==> src/rtl/mem_access_unit.sv <==
// Multi-cycle MEM-stage load/store unit: big-endian lane steering, req/ack bus
// transaction with timeout, and sign/zero-extended load responses.
module mem_access_unit #(
  parameter int DATA_W  = 32,
  parameter int ADDR_W  = 32,
  parameter int TIMEOUT = 15
) (
  input  logic              clk,
  input  logic              rst,
  input  logic              req_valid_i,
  output logic              req_ready_o,
  input  logic [3:0]        op_i,
  input  logic [ADDR_W-1:0] addr_i,
  input  logic [DATA_W-1:0] wdata_i,
  input  logic [4:0]        wd_i,
  output logic              bus_req_o,
  output logic              bus_we_o,
  output logic [ADDR_W-1:0] bus_addr_o,
  output logic [DATA_W/8-1:0] bus_sel_o,
  output logic [DATA_W-1:0] bus_wdata_o,
  input  logic              bus_ack_i,
  input  logic              bus_err_i,
  input  logic [DATA_W-1:0] bus_rdata_i,
  output logic              rsp_valid_o,
  output logic [4:0]        rsp_wd_o,
  output logic              rsp_wreg_o,
  output logic [DATA_W-1:0] rsp_wdata_o,
  output logic [2:0]        rsp_exc_o,
  output logic              stallreq_o
);

  localparam int NB = DATA_W / 8;
  localparam int OFF_W = $clog2(NB);
  localparam logic [7:0] TERM = 8'(TIMEOUT - 1);

  typedef enum logic [1:0] {IDLE, BUS, RESP} state_t;

  state_t state, state_nx;

  logic [ADDR_W-1:0] addr_q;
  logic [DATA_W-1:0] wdata_q, rdata_q;
  logic [4:0]        wd_q;
  logic [7:0]        cnt;
  logic [2:0]        exc_q;
  logic [3:0]        size_q;
  logic              load_q, sgn_q;

  logic [3:0] size_in, size_m1;
  logic       legal_in, misal_in, accept;
  logic [OFF_W-1:0] off_q;
  logic [NB-1:0]    sel;
  logic [DATA_W-1:0] wdata_rep, shifted, load_ext;
  logic             fill;
  int               shamt;

  // Access size in bytes; zero marks an op this bus width cannot perform.
  always_comb begin
    size_in = 4'd0;
    case (op_i)
      4'h0, 4'h1, 4'h8: size_in = 4'd1;
      4'h2, 4'h3, 4'h9: size_in = 4'd2;
      4'h4, 4'hA:       size_in = 4'd4;
      4'h5:             size_in = (DATA_W == 64) ? 4'd4 : 4'd0;
      4'h6, 4'hB:       size_in = (DATA_W == 64) ? 4'd8 : 4'd0;
      default:          size_in = 4'd0;
    endcase
  end

  assign size_m1  = size_in - 4'd1;
  assign legal_in = (size_in != 4'd0);
  assign misal_in = |(addr_i[2:0] & size_m1[2:0]);
  assign accept   = req_valid_i && (state == IDLE);

  always_comb begin
    state_nx = state;
    case (state)
      IDLE:    if (accept) state_nx = (legal_in && !misal_in) ? BUS : RESP;
      BUS:     if (bus_ack_i || cnt == TERM) state_nx = RESP;
      RESP:    state_nx = IDLE;
      default: state_nx = IDLE;
    endcase
  end

  always_ff @(posedge clk or posedge rst) begin
    if (rst) begin
      state   <= IDLE;
      addr_q  <= '0;
      wdata_q <= '0;
      rdata_q <= '0;
      wd_q    <= '0;
      cnt     <= '0;
      exc_q   <= '0;
      size_q  <= '0;
      load_q  <= 1'b0;
      sgn_q   <= 1'b0;
    end else begin
      state <= state_nx;
      case (state)
        IDLE: begin
          cnt <= '0;
          if (accept) begin
            addr_q  <= addr_i;
            wdata_q <= wdata_i;
            wd_q    <= wd_i;
            size_q  <= size_in;
            load_q  <= ~op_i[3];
            sgn_q   <= (op_i == 4'h0) || (op_i == 4'h2) || (op_i == 4'h4);
            exc_q   <= !legal_in ? 3'd5 : (misal_in ? (op_i[3] ? 3'd2 : 3'd1) : 3'd0);
          end
        end
        BUS: begin
          cnt <= cnt + 8'd1;
          if (bus_ack_i) begin
            rdata_q <= bus_rdata_i;
            exc_q   <= bus_err_i ? 3'd3 : 3'd0;
          end else if (cnt == TERM) begin
            exc_q <= 3'd4;
          end
        end
        RESP:    cnt <= '0;
        default: cnt <= '0;
      endcase
    end
  end

  assign off_q = addr_q[OFF_W-1:0];

  // Byte at offset k lives in lane NB-1-k; the stored value repeats every size_q lanes
  // so its most significant byte lands on the lowest address.
  always_comb begin
    sel       = '0;
    wdata_rep = '0;
    for (int i = 0; i < NB; i++) begin
      if (i <= NB - 1 - int'(off_q) && i >= NB - int'(off_q) - int'(size_q))
        sel[i] = 1'b1;
      wdata_rep[8*i +: 8] = wdata_q[8*(i & (int'(size_q) - 1)) +: 8];
    end
  end

  always_comb begin
    shamt = NB - int'(off_q) - int'(size_q);
    if (shamt < 0) shamt = 0;
    shifted = rdata_q >> (8 * shamt);
    case (size_q)
      4'd1:    fill = sgn_q & shifted[7];
      4'd2:    fill = sgn_q & shifted[15];
      4'd4:    fill = sgn_q & shifted[31];
      default: fill = 1'b0;
    endcase
    load_ext = '0;
    for (int i = 0; i < DATA_W; i++)
      load_ext[i] = (i < 8 * int'(size_q)) ? shifted[i] : fill;
  end

  assign req_ready_o = (state == IDLE);
  assign stallreq_o  = (state != IDLE);
  assign bus_req_o   = (state == BUS);
  assign bus_we_o    = bus_req_o & ~load_q;
  assign bus_addr_o  = bus_req_o ? {addr_q[ADDR_W-1:OFF_W], {OFF_W{1'b0}}} : '0;
  assign bus_sel_o   = bus_req_o ? sel : '0;
  assign bus_wdata_o = bus_req_o ? wdata_rep : '0;
  assign rsp_valid_o = (state == RESP);
  assign rsp_wd_o    = wd_q;
  assign rsp_wreg_o  = rsp_valid_o && load_q && (exc_q == 3'd0);
  assign rsp_wdata_o = rsp_wreg_o ? load_ext : '0;
  assign rsp_exc_o   = rsp_valid_o ? exc_q : 3'd0;

endmodule

==> config.mk <==
export PLATFORM = sky130hd
export DESIGN_NAME = mem_access_unit
export DESIGN_NICKNAME = d
export VERILOG_FILES = /design/src/rtl/mem_access_unit.sv
export SDC_FILE = /design/constraint.sdc
export NUM_CORES = 1
export LEC_CHECK = 0
export ABC_CLOCK_PERIOD_IN_PS = 7000
export BUFFER_PORTS_ARGS = -buffer_cell sky130_fd_sc_hd__buf_2
export CAP_MARGIN = 20
export CORE_ASPECT_RATIO = 2
export CORE_MARGIN = 3
export CORE_UTILIZATION = 35
export DETAILED_ROUTE_END_ITERATION = 6
export PLACE_DENSITY = 0.68
export SLEW_MARGIN = 20
export SYNTH_ARGS = -nofsm -noshare
export SYNTH_HDL_FRONTEND = slang
export SYNTH_SLANG_ARGS = --single-unit
==> constraint.sdc <==
create_clock -name clk -period 7 [get_ports clk]
set_input_delay 1.75 -clock clk [delete_from_list [all_inputs] [get_ports clk]]
set_output_delay 1.75 -clock clk [all_outputs]
set_load 0.1 [all_outputs]
==> impl_results.md <==
- Status: finished clean
- Number of global-route vias before repair: around 6,000
- Most frequent cells in the layout: nand2_1 (229), buf_2 (221), dfrtp_1 (119)
- Pwr Density: between 300 and 400 nW/um^2
- Max-slew headroom: between 30% and 40%
- Worst R2R Path Depth: 5
- Ratio of cells with drive above 1 in the final layout: a little under a third
- Clk network pwr share: between 20% and 30%
- H-tree depth: 4
- Skew-Pair Late Insertion Delay: between 0.4 and 0.5 ns
- Mean routed wirelength per cell: 17.7 um
- Switch share: about two fifths
- Worst Tran Pin Value: approximately 0.9 ns
- Setup TNS: 0 ns
- Critical Path Fanout Max: 8
- Largest net degree at the start of global routing: just under 70
- Setup Buffers After CTS: 0
- Core area: 18,400 sq um
- Number of setup violations in the final report: 0
- Gr usage total: approximately 21%
- Ys Warns: 0
- CTS root buf: clkbuf_16
- Commonest non-fill, non-tap cell in the layout: nand2_1
- Via count: between 5,000 and 6,000
- CTS tree: built
- Vias per cell: about 5.0
- Power share of the sequential group: 35.6%
- Final worst slack: 1.11 ns
- Post-DP HPWL: roughly 16,000 um
- Gr ovfl total: 0
- Hold crit path type: reg2reg
- Arr. time, crit path: ~4.1 ns
- CTS Buf Count: 17
- Multi-input logic area: around 3400 sq um
- WS Path Type: reg2out
- Number of synthesized flops with an enable pin: 0
- Reg2Reg Setup Slack: 4.89 ns
- Number of cell rows: 70
- Starting Density: between 30% and 40%
- DRT antenna net count: 0
- Clock-pin slew on the worst setup and hold paths: ~0.05 ns
- Post-layout minimum cycle time: between 5 and 6 ns
- Nets@finish: between 1,000 and 1,500
- CTS resizes: 0
- Synthesized instance count: 740
- Post-synth cell types: 57
- Commonest register cell after synthesis: dfrtp_1
- Pre-CTS setup slack: roughly 1.6 ns
- Setup crit start kind: flop
- Comb power frac: between 30% and 40%
- Hold-critical path depth: 2
- Pint: roughly 1.8 mW
- Worst Path Required: ~5.3 ns
- Fmax: ~170 MHz
- Crit end category: output pin
- Design area: ~8400 sq um
- Die area: 20,700 sq um
- Clk buf depth: 2
- Final period util: 84.1%
- DP Area: between 7000 and 8000 sq um
- Port Buf Inserts: 221
- Max Slew Vio Count: 0
- Synthesized flop and latch total: 119
- Final Wtd Congestion: just under 0.9
- Post-synth ARST share: between 90% and 100%
- Synthesis-to-layout area growth: 27.2%
- Max cap viols: 0
- Mean post-synth cell area: 8.95 sq um
- Hold Buf Count CTS: 0
- Fill cells: ~1,900
- First-pass GRT wire length: about 33,000 um
- DRT iter0 DRCs: 267
- Psw: about 1.1 mW
- # IOs: about 220
- Final hold vios: 0
- Final WL: just over 20,000 um
- Mapped cell area: 6620 sq um
- Clk sinks: around 120
- Peak VDD IR: ~0.16 mV
- Register Area: slightly below 3000 sq um
- Die Wd: 103 um
- Sequential area share after synthesis: approximately 45%
- Die Span Y: around 200 um
- Skew final: 0.00984 ns
- Initial antenna violation count: 2
- Drt pass-1 iters: 4
- DR DRC count: 0
- Unrepaired setup endpoints after global routing: false
- Leakage power: 4.69 nW
[Yosys cell counts, drive strengths merged, types with 2 or more instances]
master	number	area, sq um
or3	2	12.5
mux2i	45	450
nor4bb	2	20.0
nor2	49	191
nor2b	2	12.5
a21o	25	188
xnor2	3	26.3
nand4	2	12.5
nand2	230	863
nor3	3	15.0
a2bb2oi	6	52.6
dfrtp	119	2980
fa	2	40.0
xor2	4	35.0
and4	3	26.3
nand4b	2	17.5
and2	44	275
nand3	7	35.0
a211o	2	17.5
nand3b	2	15.0
a21oi	12	60.1
a311oi	2	17.5
inv	14	52.6
a31oi	2	12.5
buf	17	95.1
nand2b	5	38.8
and3	4	25.0
o21ai	31	155
ha	14	175
mux2	36	405
a211oi	2	27.5
a32oi	2	25.0
clkbuf	29	109
o31ai	2	28.8
a31o	2	17.5
[flip-flops by register name (all words and copies together) (netlist names)]
name	cells
rdata_q	32
rsp_wd_o	5
addr_q	32
wdata_q	32
state	2
size_q	3
sgn_q	1
cnt	8
exc_q	3
load_q	1
[kinds of logic after synthesis]
logic type / Yosys count / synth area share [%]
AOI/OAI and AO/OA: 95 / 9.97
xor gates and xnor gates: 7 / 0.926
adders and majority gates: 16 / 3.25
buffers and inverters: 60 / 3.87
DFF: 119 / 45.0
muxes: 81 / 12.9
other: 1 / 0.0566
and+or+nand+nor: 361 / 24.0
[per-stage QoR]
stage	total power, mW	instances	hold WS, ns	util, %
CTS	2.94	1172	0.468	45.8
global route	3.10	1173	0.490	45.8
finish	2.92	1173	0.463	45.8
detailed placement	2.09	1140	0.454	42.8
floorplan	1.81	741	0.437	-
global placement	2.07	1140	0.449	42.8
[per-layer routing]
metal  vias up  GRT usage, %  share of wire [%]
li1       2851             -                  -
met1      2789          21.2                 35
met2       191          37.3                 55
met3        54          4.56                4.8
met4         2          11.2                4.8
met5         -             0              0.034
[worst max-delay path: stages (launching register included)]
cell	delay [ns]
dfrtp_1	0.37
inv_1	0.08
ha_1	0.30
inv_1	0.06
fa_1	0.41
fa_1	0.59
nand2b_1	0.11
a211oi_1	0.44
a32oi_1	0.24
o31ai_4	0.13
and4_1	0.44
a21o_1	0.13
buf_2	0.42
[power groups by stage]
stage	clock network [mW]	logic (mW)	registers [mW]
final	0.836	1.04	1.04
after detailed placement	0	1.04	1.05
after global routing	0.894	1.14	1.07
after global placement	0	1.03	1.04
after CTS	0.857	1.05	1.04
after floorplan	0	0.787	1.02
[cell type report]
cell class,instances,share of cell area [%]
clock buffer,23,5.43
sequential,119,35.3
tap,216,3.21
multi-input combinational,562,40.3
timing repair buffer,229,13.8
antenna,1,0.0297
inverter,14,0.653
clock inverter,9,1.20
[path summary, 6_finish.rpt]
path	end	startpoint
min reg2reg	addr_q[12]	addr_q[12]
min in group asynchronous	addr_q[8]	rst
max reg2reg	rdata_q[16]	state[1]
min	addr_q[12]	addr_q[12]
max	rsp_wdata_o[31]	addr_q[0]
max in group asynchronous	addr_q[31]	rst
Power figures use the tool's default switching activity.
